## src/rtl/food_spawn_ctrl_pkg.sv

```systemverilog
`default_nettype none
// ============================================================================
// Module      : food_spawn_ctrl_pkg
// Description : Shared constants, FSM state encoding and helper function
//               for the food spawn controller. The grid is GRID_SIZE cells
//               on each edge, and cell index = y*GRID_SIZE + x.
// Revision    : 1.0 - initial release
// ============================================================================
package food_spawn_ctrl_pkg;

  localparam int GRID_SIZE = 12;
  localparam int CELLS     = 144;

  // Fibonacci feedback taps 8,6,5,4 (1-based), as a mask over bits [7:0].
  localparam logic [7:0] LFSR_TAPS = 8'b1011_1000;

  typedef enum logic [2:0] {
    ST_IDLE = 3'd0,
    ST_SEED = 3'd1,
    ST_SCAN = 3'd2,
    ST_DONE = 3'd3,
    ST_FAIL = 3'd4
  } state_t;

  typedef struct packed {
    logic [3:0] x;
    logic [3:0] y;
  } cell_xy_t;

  // Splits a start index (< CELLS) into x/y with a compare chain against
  // row base addresses. This runs once per request, when the scan is
  // seeded; during the scan itself x/y are stepped as counters.
  function automatic cell_xy_t idx_to_xy(input logic [7:0] idx);
    cell_xy_t   r_xy;
    logic [7:0] base;
    r_xy.y = '0;
    base   = '0;
    for (int i = 1; i < GRID_SIZE; i++) begin
      if (idx >= 8'(i * GRID_SIZE)) begin
        r_xy.y = 4'(i);
        base   = 8'(i * GRID_SIZE);
      end
    end
    r_xy.x = 4'(idx - base);
    return r_xy;
  endfunction

endpackage
`default_nettype wire

```

## src/rtl/food_spawn_ctrl_lfsr.sv

```systemverilog
`default_nettype none
// ============================================================================
// Module      : spawn_lfsr
// Description : 8-bit Fibonacci LFSR (taps 8,6,5,4), free-running. It
//               advances on every clock edge, and its polynomial is maximal
//               length, so a nonzero seed never reaches the all-zero state.
// Ports       : i_clk    - clock
//               i_rst_n  - synchronous active-low reset (loads SEED)
//               o_value  - current LFSR value
// Revision    : 1.0 - initial release
// ============================================================================
module spawn_lfsr
  import food_spawn_ctrl_pkg::*;
#(
  parameter logic [7:0] SEED = 8'hA5
) (
  input  logic       i_clk,
  input  logic       i_rst_n,
  output logic [7:0] o_value
);

  logic [7:0] r_lfsr;
  logic       w_fb;

  assign w_fb = ^(r_lfsr & LFSR_TAPS);

  always_ff @(posedge i_clk) begin
    if (!i_rst_n) begin
      r_lfsr <= SEED;
    end else begin
      r_lfsr <= {r_lfsr[6:0], w_fb};
    end
  end

  assign o_value = r_lfsr;

endmodule
`default_nettype wire

```

## src/rtl/food_spawn_ctrl.sv

```systemverilog
`default_nettype none
// ============================================================================
// Module      : food_spawn_ctrl
// Description : Finds a free grid cell for a new food item. On a request it
//               seeds a scan index (from the LFSR or a fixed debug index),
//               then checks one cell per cycle and wraps around the grid
//               until it finds a free cell or has checked every cell.
// Ports       : iVGA_CLK       - clock
//               iRST_n         - synchronous active-low reset
//               spawn_req      - start request, sampled only while idle
//               grid_occupancy - 1 bit per cell, 1 = occupied
//               avoid_x/_y     - extra cell treated as occupied
//               fixed_start    - use fixed_idx as scan start instead of LFSR
//               fixed_idx      - debug scan start index
//               spawn_busy     - high while seeding or scanning
//               spawn_done     - 1-cycle pulse, free cell found
//               spawn_fail     - 1-cycle pulse, no free cell
//               food_x/_y      - registered food position
//               set_valid      - 1-cycle pulse with spawn_done
//               set_index      - cell index to mark occupied
// Revision    : 1.0 - initial release
// ============================================================================
module food_spawn_ctrl
  import food_spawn_ctrl_pkg::*;
#(
  parameter int         GRID_SIZE = 12,
  parameter int         CELLS     = 144,
  parameter logic [7:0] LFSR_SEED = 8'hA5
) (
  input  logic             iVGA_CLK,
  input  logic             iRST_n,
  input  logic             spawn_req,
  input  logic [CELLS-1:0] grid_occupancy,
  input  logic [3:0]       avoid_x,
  input  logic [3:0]       avoid_y,
  input  logic             fixed_start,
  input  logic [7:0]       fixed_idx,
  output logic             spawn_busy,
  output logic             spawn_done,
  output logic             spawn_fail,
  output logic [3:0]       food_x,
  output logic [3:0]       food_y,
  output logic             set_valid,
  output logic [7:0]       set_index
);

  state_t     r_state;
  state_t     w_state_nxt;

  logic [7:0] w_lfsr;
  logic [7:0] w_start_raw;
  logic [7:0] w_start;
  cell_xy_t   w_start_xy;

  logic [7:0] r_idx;
  logic [7:0] r_cnt;
  logic [3:0] r_cx;
  logic [3:0] r_cy;
  logic [3:0] r_food_x;
  logic [3:0] r_food_y;
  logic [7:0] r_set_index;

  logic       w_free;
  logic       w_last;
  logic       w_wrap;

  spawn_lfsr #(
    .SEED (LFSR_SEED)
  ) u_lfsr (
    .i_clk   (iVGA_CLK),
    .i_rst_n (iRST_n),
    .o_value (w_lfsr)
  );

  // Both start sources are below 2*CELLS, so one conditional subtract
  // reduces them modulo CELLS.
  assign w_start_raw = fixed_start ? fixed_idx : w_lfsr;
  assign w_start     = (w_start_raw >= 8'(CELLS)) ? (w_start_raw - 8'(CELLS))
                                                  : w_start_raw;
  assign w_start_xy  = idx_to_xy(w_start);

  // The avoid cell is compared on x/y directly, so a coordinate >= GRID_SIZE
  // can never match a real cell and therefore excludes nothing.
  assign w_free = !grid_occupancy[r_idx] &&
                  !((r_cx == avoid_x) && (r_cy == avoid_y));
  assign w_last = (r_cnt == 8'(CELLS - 1));
  assign w_wrap = (r_idx == 8'(CELLS - 1));

  always_ff @(posedge iVGA_CLK) begin
    if (!iRST_n) begin
      r_state <= ST_IDLE;
    end else begin
      r_state <= w_state_nxt;
    end
  end

  always_comb begin
    w_state_nxt = r_state;
    spawn_busy  = 1'b0;
    spawn_done  = 1'b0;
    spawn_fail  = 1'b0;
    set_valid   = 1'b0;
    case (r_state)
      ST_IDLE: begin
        if (spawn_req) begin
          w_state_nxt = ST_SEED;
        end
      end
      ST_SEED: begin
        spawn_busy  = 1'b1;
        w_state_nxt = ST_SCAN;
      end
      ST_SCAN: begin
        spawn_busy = 1'b1;
        if (w_free) begin
          w_state_nxt = ST_DONE;
        end else if (w_last) begin
          w_state_nxt = ST_FAIL;
        end
      end
      ST_DONE: begin
        spawn_done  = 1'b1;
        set_valid   = 1'b1;
        w_state_nxt = ST_IDLE;
      end
      ST_FAIL: begin
        spawn_fail  = 1'b1;
        w_state_nxt = ST_IDLE;
      end
      default: begin
        w_state_nxt = ST_IDLE;
      end
    endcase
  end

  // Scan datapath: idx, check counter and the x/y counter pair move together.
  always_ff @(posedge iVGA_CLK) begin
    if (!iRST_n) begin
      r_idx       <= '0;
      r_cnt       <= '0;
      r_cx        <= '0;
      r_cy        <= '0;
      r_food_x    <= 4'd2;
      r_food_y    <= 4'd2;
      r_set_index <= '0;
    end else begin
      case (r_state)
        ST_SEED: begin
          r_idx <= w_start;
          r_cnt <= '0;
          r_cx  <= w_start_xy.x;
          r_cy  <= w_start_xy.y;
        end
        ST_SCAN: begin
          if (w_free) begin
            r_food_x    <= r_cx;
            r_food_y    <= r_cy;
            r_set_index <= r_idx;
          end else begin
            r_cnt <= r_cnt + 8'd1;
            if (w_wrap) begin
              r_idx <= '0;
              r_cx  <= '0;
              r_cy  <= '0;
            end else begin
              r_idx <= r_idx + 8'd1;
              if (r_cx == 4'(GRID_SIZE - 1)) begin
                r_cx <= '0;
                r_cy <= r_cy + 4'd1;
              end else begin
                r_cx <= r_cx + 4'd1;
              end
            end
          end
        end
        default: begin
        end
      endcase
    end
  end

  assign food_x    = r_food_x;
  assign food_y    = r_food_y;
  assign set_index = r_set_index;

endmodule
`default_nettype wire
```

## config.mk

```make
export PLATFORM = sky130hd
export DESIGN_NAME = food_spawn_ctrl
export DESIGN_NICKNAME = d
export VERILOG_FILES = /design/src/rtl/food_spawn_ctrl_pkg.sv /design/src/rtl/food_spawn_ctrl_lfsr.sv /design/src/rtl/food_spawn_ctrl.sv
export SDC_FILE = /design/constraint.sdc
export NUM_CORES = 1
export LEC_CHECK = 0
export CAP_MARGIN = 10
export CORE_MARGIN = 8
export CORE_UTILIZATION = 39
export DETAILED_ROUTE_END_ITERATION = 8
export PLACE_DENSITY = 0.74
export SYNTH_ARGS = -nofsm -noshare
export SYNTH_HDL_FRONTEND = slang
export SYNTH_HIERARCHICAL = 1
export SYNTH_SLANG_ARGS = --single-unit
```

## constraint.sdc

```tcl
create_clock -name iVGA_CLK -period 5.8 [get_ports iVGA_CLK]
set_clock_uncertainty 0.15 [all_clocks]
set_input_delay 0.58 -clock iVGA_CLK [delete_from_list [all_inputs] [get_ports iVGA_CLK]]
set_output_delay 0.58 -clock iVGA_CLK [all_outputs]
set_load 0.005 [all_outputs]
```

==> flow_summary.yaml, run 1 <==
floorplanning:
  die-area_um2: 14750
  io_pins: 184
  rows: 38
  die_h_um: 121.5
  die_x_um: 121.5
  start_util: 0.4000
  core_um2: 10840
setup_path:
  cp_slowest_stage_delay_ns: 0.78
  timing.rr.end: "r_cx[3]"
  r2r_slack_ns: 1.56
  cp_max_fo: 12
  cp-start-kind: "input port"
  cp.required_ns: 5.85
  critPathCaptureType: "flop"
  arrival_ns: 5.13
  cp_cell_sequence: "clkdlybuf4s50_1 > mux2i_1 > inv_1 > ha_1 > nor4b_1 > o22ai_1 > a21bo_2 > mux2_4 > a2111oi_0 > a41oi_1 > a21oi_1 > ha_1 > xor2_1 > or3_1 > mux2i_1 > or3_1"
  reg2reg_depth: 15
  critPathKind: "in -> reg"
  r2r_start: "u_lfsr/o_value[4]"
  cpMaxStageDelayCell: "clkdlybuf4s50_1"
final_layout:
  drive_gt1_frac: 0.09335
  nets: 802
  stdcell_count: 772
  antenna-diode-count: 0
  syn_to_final_growth_pct: 45.38
routing:
  vias_per_cell: 5.681
  drt-total-wl_mm: 15.99
  wl_per_cell_um: 20.71
  drt_first_iter_violations: 288
  num_vias: 4386
  antenna_left: 0
  first_pass_iters: 5
  drc_errors: 0
yosys:
  synth_edf_count: 0
  synth_seq_cells: 51
  synth_top_area_share: 0.2354
  syn_inst: 469
  yosysWarningCount: 6
  syn_area_per_cell_um2: 9.247
  synth_area_leaders: "dfxtp_1 (24%), mux2i_1 (13%), mux4_2 (10%)"
  ys_async_sr_fraction: 0
  synthTopCellsByCount: "mux2i_1 (58), dfxtp_1 (51), nor2_1 (43), nand2_1 (38), mux4_2 (20)"
  yosys_most_used_dff: "dfxtp_1"
  yosysMostFrequentCell: "mux2i_1"
  yosys.area.top_type: "dfxtp_1"
  ys_types: 74
  ys_seq_area_frac: 0.2354
  synthesis.area_um2: 4337
  synth_nets: 640
sta:
  setup_ws_ns: 0.7193
  slew_violations: 0
  relSlewSlack: 0.3042
  rsz0062_at_grt: "no"
  tightest_slew_ns: 1.015
  finalCritPeriodShare: 0.8760
  finalSetupTns_ns: 0
  setup_violations: 0
  period_needed_ns: 5.081
  fmax_mhz: 196.8
  hold_violations: 0
grt:
  grt_pass1_vias: 4292
  overflow: 0
  antenna_found_initial: 0
  track_usage: 0.2036
  grt_max_degree: 37
  grt_pass1_wl_mm: 24.17
clocking:
  cts_root_buffer: "clkbuf_8"
  cts_tree: "built"
  cts.path.max_buffers: 2
  clock_latency_ns: 0.31
  cts_hold_buf: 0
  cts_made_buffers: 5
  postCtsSetupRepairBufs: 0
  cts_max_level: 2
  cts_sinks: 51
  clkTransAtPathRegs_ns: 0.10
  cts_resized: 0
worst_hold_path:
  hold_depth: 1
  hold_path.class: "reg -> reg"
  hold_path_end: "u_lfsr/o_value[7]"
  min-delay-start: "u_lfsr/o_value[6]"
placement:
  dpl.hpwl_mm: 12.73
  finalWeightedCongestion: 0.8953
  pre_cts_ws_ns: 0.4333
  io_buffers: 183
  placed_cells: 764
power_and_ir_drop:
  ir_worst_vdd_mv: 0.1600
  p_leak_nw: 2.303
  powerDensity_nw_per_um2: 222.0
run_status:
  status: "complete, no violations"
run:
  maxCapViolations: 0
## through the flow
step                      instance area (um2)  power, mW    util  hold WS [ns]
final                                    6305      1.400  0.5816        0.3051
after global routing                     6305      1.481  0.5816        0.3521
after CTS                                6305      1.402  0.5816        0.3140
after detailed placement                 6168      1.111  0.5690        0.2912
after global placement                   6168      1.095  0.5690        0.2833
after floorplan                          4337     0.8981       -        0.2601
## flip-flops by register name (all words and copies together) (netlist names)
name	flops
set_index	8
r_cnt	8
r_state	3
r_cx	4
food_x	4
r_cy	4
r_idx	8
food_y	4
u_lfsr/o_value	8
## critical path: cells and delay by family
family / cells / cell delay, ns
AOI/OAI and AO/OA: 5 / 1.30
xor gates and xnor gates: 1 / 0.19
adders and majority gates: 2 / 0.42
buffers and inverters: 2 / 0.96
muxes: 3 / 1.03
and+or+nand+nor: 3 / 0.65
## layer usage
| layer | share of wire | track usage |
|---|---|---|
| met5 | 0 | 0 |
| met4 | 0.0058 | 0.02621 |
| met3 | 0.062 | 0.03955 |
| met2 | 0.51 | 0.3507 |
| met1 | 0.42 | 0.2630 |
## power by group
part           switching [mW]  total [mW]  internal [mW]
sequential             0.0780       0.459          0.381
combinational           0.295       0.649          0.355
clock                   0.119       0.291          0.172
total                   0.492        1.40          0.908
## cell families after synthesis
family          Yosys count  share of synthesized area
fa+ha+maj                 7                    0.02020
simple gates            171                     0.2017
xor+xnor                 15                    0.03029
compound gates           97                     0.1665
buf+inv                  39                    0.05540
flops                    51                     0.2354
mux                      89                     0.2905
## layout make-up
class | instances | area [um2]
Inverter | 5 | 18.77
Tap cell | 140 | 175.2
Clock buffer | 5 | 68.82
Clock inverter | 3 | 67.56
Sequential cell | 51 | 1022
Timing Repair Buffer | 189 | 1877
Multi-Input combinational cell | 379 | 3075
Fill cell | 970 | 4536
## how the worst max path moves through the flow
stage | start | end | slack (ns) | cells after the start
floorplan | fixed_start | r_cx[3] | 1.44 | 16
global placement | fixed_start | r_cx[3] | 0.70 | 16
detailed placement | fixed_start | r_cx[3] | 0.43 | 16
CTS | fixed_start | r_cx[3] | 0.74 | 16
global route | fixed_start | r_cx[3] | 0.32 | 16
finish | fixed_start | r_cx[3] | 0.72 | 16
## layout by cell type, fill, tap and decap left out, drive strengths merged, types with 4 or more instances in the layout
master / n
a211oi: 7
a21boi: 7
a21oi: 20
a22oi: 7
a31o: 5
a31oi: 4
and2: 9
and3: 9
buf: 6
clkbuf: 5
clkdlybuf4s50: 183
dfxtp: 51
ha: 7
inv: 4
mux2: 4
mux2i: 59
mux4: 26
nand2: 38
nand2b: 6
nand3: 19
nand4: 5
nor2: 44
nor2b: 5
nor3: 13
o211ai: 5
o21ai: 12
o22ai: 4
xnor2: 4
xor2: 11
No activity file was read; power rests on OpenSTA's default activity.
==> run 2, diff against run 1 <==
Settings changed: CORE_ASPECT_RATIO from default to 0.7.
==> flow_summary.yaml, run 2 (synthesis gave the netlist of run 1 again) <==
clocking:
  postCtsSetupRepairBufs: 0
  cts_sinks: 51
  cts_max_level: 2
  cts.path.max_buffers: 2
  cts_hold_buf: 0
  cts_resized: 0
  cts_made_buffers: 5
  clock_latency_ns: 0.29
  cts_tree: "built"
  cts_root_buffer: "clkbuf_16"
  clkTransAtPathRegs_ns: 0.06
grt:
  grt_max_degree: 35
  overflow: 0
  grt_pass1_vias: 4460
  grt_pass1_wl_mm: 24.18
  track_usage: 0.2010
  antenna_found_initial: 0
sta:
  fmax_mhz: 197.6
  hold_ws_ns: 0.3193
  hold_violations: 0
  slew_violations: 0
  setup_violations: 0
  tightest_slew_ns: 0.9190
  finalCritPeriodShare: 0.8726
  finalSetupTns_ns: 0
  period_needed_ns: 5.061
  rsz0062_at_grt: "no"
  relSlewSlack: 0.3698
final_layout:
  multi_input_area_um2: 3075
  stdcell_count: 785
  syn_to_final_growth_pct: 46.39
  layout_common_cells: "clkdlybuf4s50_1 (183), mux2i_1 (58), dfxtp_1 (50)"
  layout_commonest_cell: "clkdlybuf4s50_1"
  fill_cells: 960
  seq_area_um2: 1022
  antenna-diode-count: 0
  nets: 803
  drive_gt1_frac: 0.09335
run:
  maxCapViolations: 0
placement:
  placed_cells: 778
  io_buffers: 183
  dpl.hpwl_mm: 12.48
  finalWeightedCongestion: 0.9438
setup_path:
  critPathCaptureType: "flop"
  r2r_start: "u_lfsr/o_value[4]"
  reg2reg_depth: 15
  arrival_ns: 5.09
  cp_max_fo: 12
  cp-start-kind: "input port"
  cp.required_ns: 5.83
  r2r_slack_ns: 1.62
  timing.rr.end: "r_cx[3]"
  critPathKind: "in -> reg"
routing:
  antenna_left: 0
  first_pass_iters: 4
  vias_per_cell: 5.627
  drc_errors: 0
  num_vias: 4417
  drt_first_iter_violations: 261
  wl_per_cell_um: 19.65
  drt-total-wl_mm: 15.43
worst_hold_path:
  hold_depth: 1
  min-delay-start: "u_lfsr/o_value[6]"
  hold_path.class: "reg -> reg"
  hold_path_end: "u_lfsr/o_value[7]"
floorplanning:
  die-area_um2: 14800
  rows: 32
  core_um2: 10930
  die_h_um: 104.2
  die_x_um: 142.0
  io_pins: 184
  start_util: 0.3967
power_and_ir_drop:
  powerDensity_nw_per_um2: 222.0
  total_power_mw: 1.409
  ir_worst_vdd_mv: 0.1251
  p_leak_nw: 2.320
run_status:
  status: "complete, no violations"
run 2: critical path, stage by stage:
cell and delay [ns]:
clkdlybuf4s50_1 0.79, mux2i_1 0.60, inv_1 0.18, ha_1 0.23, nor4b_1 0.16, o22ai_1 0.19
a21bo_2 0.31, mux2_4 0.37, a2111oi_0 0.39, a41oi_1 0.13, a21oi_1 0.23, ha_1 0.18
xor2_1 0.16, or3_1 0.13, mux2i_1 0.06, or3_1 0.36
run 2: cell type report:
cell class,count,area share
multi-input cells,379,0.4844
repair buffers,190,0.2988
flip-flops and latches,51,0.1610
well taps,153,0.03015
clock buffers,6,0.02188
inverters,5,0.002956
clock inverters,1,0.0007883
run 2: metrics by stage:
| stage | worst slack, ns | instance area [um2] | util |
|---|---|---|---|
| final | 0.7391 | 6349 | 0.5808 |
| after detailed placement | 0.5058 | 6205 | 0.5677 |
| after global placement | 0.7373 | 6205 | 0.5677 |
| after floorplan | 1.437 | 4337 | - |
| after global routing | 0.4376 | 6349 | 0.5808 |
| after CTS | 0.7968 | 6349 | 0.5808 |
run 2: worst max-delay path by stage:
stage	startpoint	endpoint	slack, ns
after CTS	fixed_start	r_cx[3]	0.80
after global placement	fixed_start	r_cx[3]	0.74
after detailed placement	fixed_start	r_cx[3]	0.51
final	fixed_start	r_cx[3]	0.74
after global routing	fixed_start	r_cx[3]	0.44
after floorplan	fixed_start	r_cx[3]	1.44
run 2: report_power, final:
part | switching (mW) | total [mW] | internal [mW]
Sequential | 0.0711 | 0.453 | 0.382
Clock | 0.124 | 0.293 | 0.169
Combinational | 0.304 | 0.664 | 0.360
Total | 0.499 | 1.41 | 0.910
run 2: layer usage:
metal,part of all wire,global-route usage,vias to the layer above
met4,0.0097,0.03743,0
met1,0.44,0.2633,2106
met2,0.47,0.3291,169
li1,-,-,2126
met3,0.077,0.04860,16
met5,0,0,-
==> run 3, diff against run 2 <==
Settings changed: CORE_MARGIN 8 to 1, SKIP_CTS_REPAIR_TIMING from default to 1.
==> flow_summary.yaml, run 3 (synthesis gave the netlist of run 1 again) <==
run_status:
  status: "complete, no violations"
setup_path:
  critPathKind: "in -> reg"
  reg2reg_depth: 15
  r2r_slack_ns: 1.50
  cp-start-kind: "input port"
  arrival_ns: 5.22
  cp.required_ns: 5.83
  cp_max_fo: 12
  critPathCaptureType: "flop"
placement:
  io_buffers: 183
  finalWeightedCongestion: 0.8788
  placed_cells: 771
  dpl.hpwl_mm: 11.14
  place_area_um2: 6171
  pre_cts_ws_ns: 0.3901
routing:
  vias_per_cell: 5.668
  drt-total-wl_mm: 14.27
  num_vias: 4415
  antenna_left: 0
  wl_per_cell_um: 18.31
  drt_first_iter_violations: 310
  drc_errors: 0
  first_pass_iters: 5
floorplanning:
  core_um2: 10590
  rows: 31
  die_h_um: 90.23
  io_pins: 184
  start_util: 0.4095
  die_x_um: 128.0
  die-area_um2: 11550
power_and_ir_drop:
  power.share.clock: 0.221
  p_sw_uw: 499.6
  seqPwrFrac: 0.331
  switching_share: 0.3524
  p_leak_nw: 2.310
  p_comb_frac: 0.448
  intPower_uw: 918.2
  ir_worst_vdd_mv: 0.1139
  total_power_mw: 1.418
  powerDensity_nw_per_um2: 224.0
sta:
  setup_violations: 0
  hold_violations: 0
  period_needed_ns: 5.183
  tightest_slew_ns: 1.085
  slew_violations: 0
  fmax_mhz: 192.9
  finalCritPeriodShare: 0.8936
  hold_ws_ns: 0.3338
  relSlewSlack: 0.2766
  setup_ws_ns: 0.6172
  rsz0062_at_grt: "no"
  finalSetupTns_ns: 0
clocking:
  cts_made_buffers: 5
  cts_tree: "built"
  cts_sinks: 51
  clkTransAtPathRegs_ns: 0.07
  cts_root_buffer: "clkbuf_16"
  cts.path.max_buffers: 2
  clock_latency_ns: 0.30
  cts_max_level: 2
grt:
  grt_pass1_wl_mm: 21.82
  grt_pass1_vias: 4131
  grt_max_degree: 36
  track_usage: 0.2391
  overflow: 0
  antenna_found_initial: 0
final_layout:
  drive_gt1_frac: 0.09192
  fin_util: 0.5979
  layout_commonest_cell: "clkdlybuf4s50_1"
  antenna-diode-count: 0
  stdcell_count: 779
  layout_common_cells: "clkdlybuf4s50_1 (183), mux2i_1 (58), dfxtp_1 (50)"
  nets: 801
  final_area_um2: 6331
  syn_to_final_growth_pct: 45.99
run:
  maxCapViolations: 0
worst_hold_path:
  hold_depth: 2
  hold_path.class: "reg -> reg"
## run 3: changes by cell type in the layout (fill, tap and decap cells not counted), sizes merged
cell      before  now
clkinvlp       0    1
buf            7    5
clkinv         2    1
clkbuf         6    7
## run 3: layout make-up
class | count | area (um2)
Inverter | 5 | 18.77
Sequential cell | 51 | 1022
Multi-Input combinational cell | 379 | 3075
Clock buffer | 7 | 152.6
Clock inverter | 1 | 7.507
Tap cell | 148 | 185.2
Fill cell | 915 | 4258
Timing Repair Buffer | 188 | 1869
## run 3: power by group through the flow
stage                     Sequential [mW]  Clock [mW]  Combinational [mW]
after floorplan                     0.414           0               0.484
final                               0.469       0.313               0.635
after global routing                0.480       0.334               0.682
after CTS                           0.470       0.319               0.632
after global placement              0.475           0               0.615
after detailed placement            0.478           0               0.628
## run 3: path summary, 6_finish.rpt
check                    startpoint        end
hold / removal            food_y[1]  food_y[1]
setup / recovery        fixed_start    r_cx[3]
hold reg to reg           food_y[1]  food_y[1]
setup reg to reg  u_lfsr/o_value[4]    r_cx[3]
## run 3: metal layers
| metal | track usage | vias to the layer above | wire [um] |
|---|---|---|---|
| met3 | 0.05952 | 31 | 1145 |
| met2 | 0.3773 | 180 | 6558 |
| li1 | - | 2122 | - |
| met5 | 0.02715 | - | 0 |
| met4 | 0.04706 | 0 | 172 |
| met1 | 0.3277 | 2082 | 6389 |
## run 3: critical path, stage by stage
cell and delay (ns):
clkdlybuf4s50_1 0.80, mux2i_1 0.65, inv_1 0.20, ha_1 0.25
nor4b_1 0.18, o22ai_1 0.19, a21bo_2 0.31, mux2_4 0.38
a2111oi_0 0.40, a41oi_1 0.12, a21oi_1 0.20, ha_1 0.17
xor2_1 0.21, or3_1 0.14, mux2i_1 0.06, or3_1 0.37
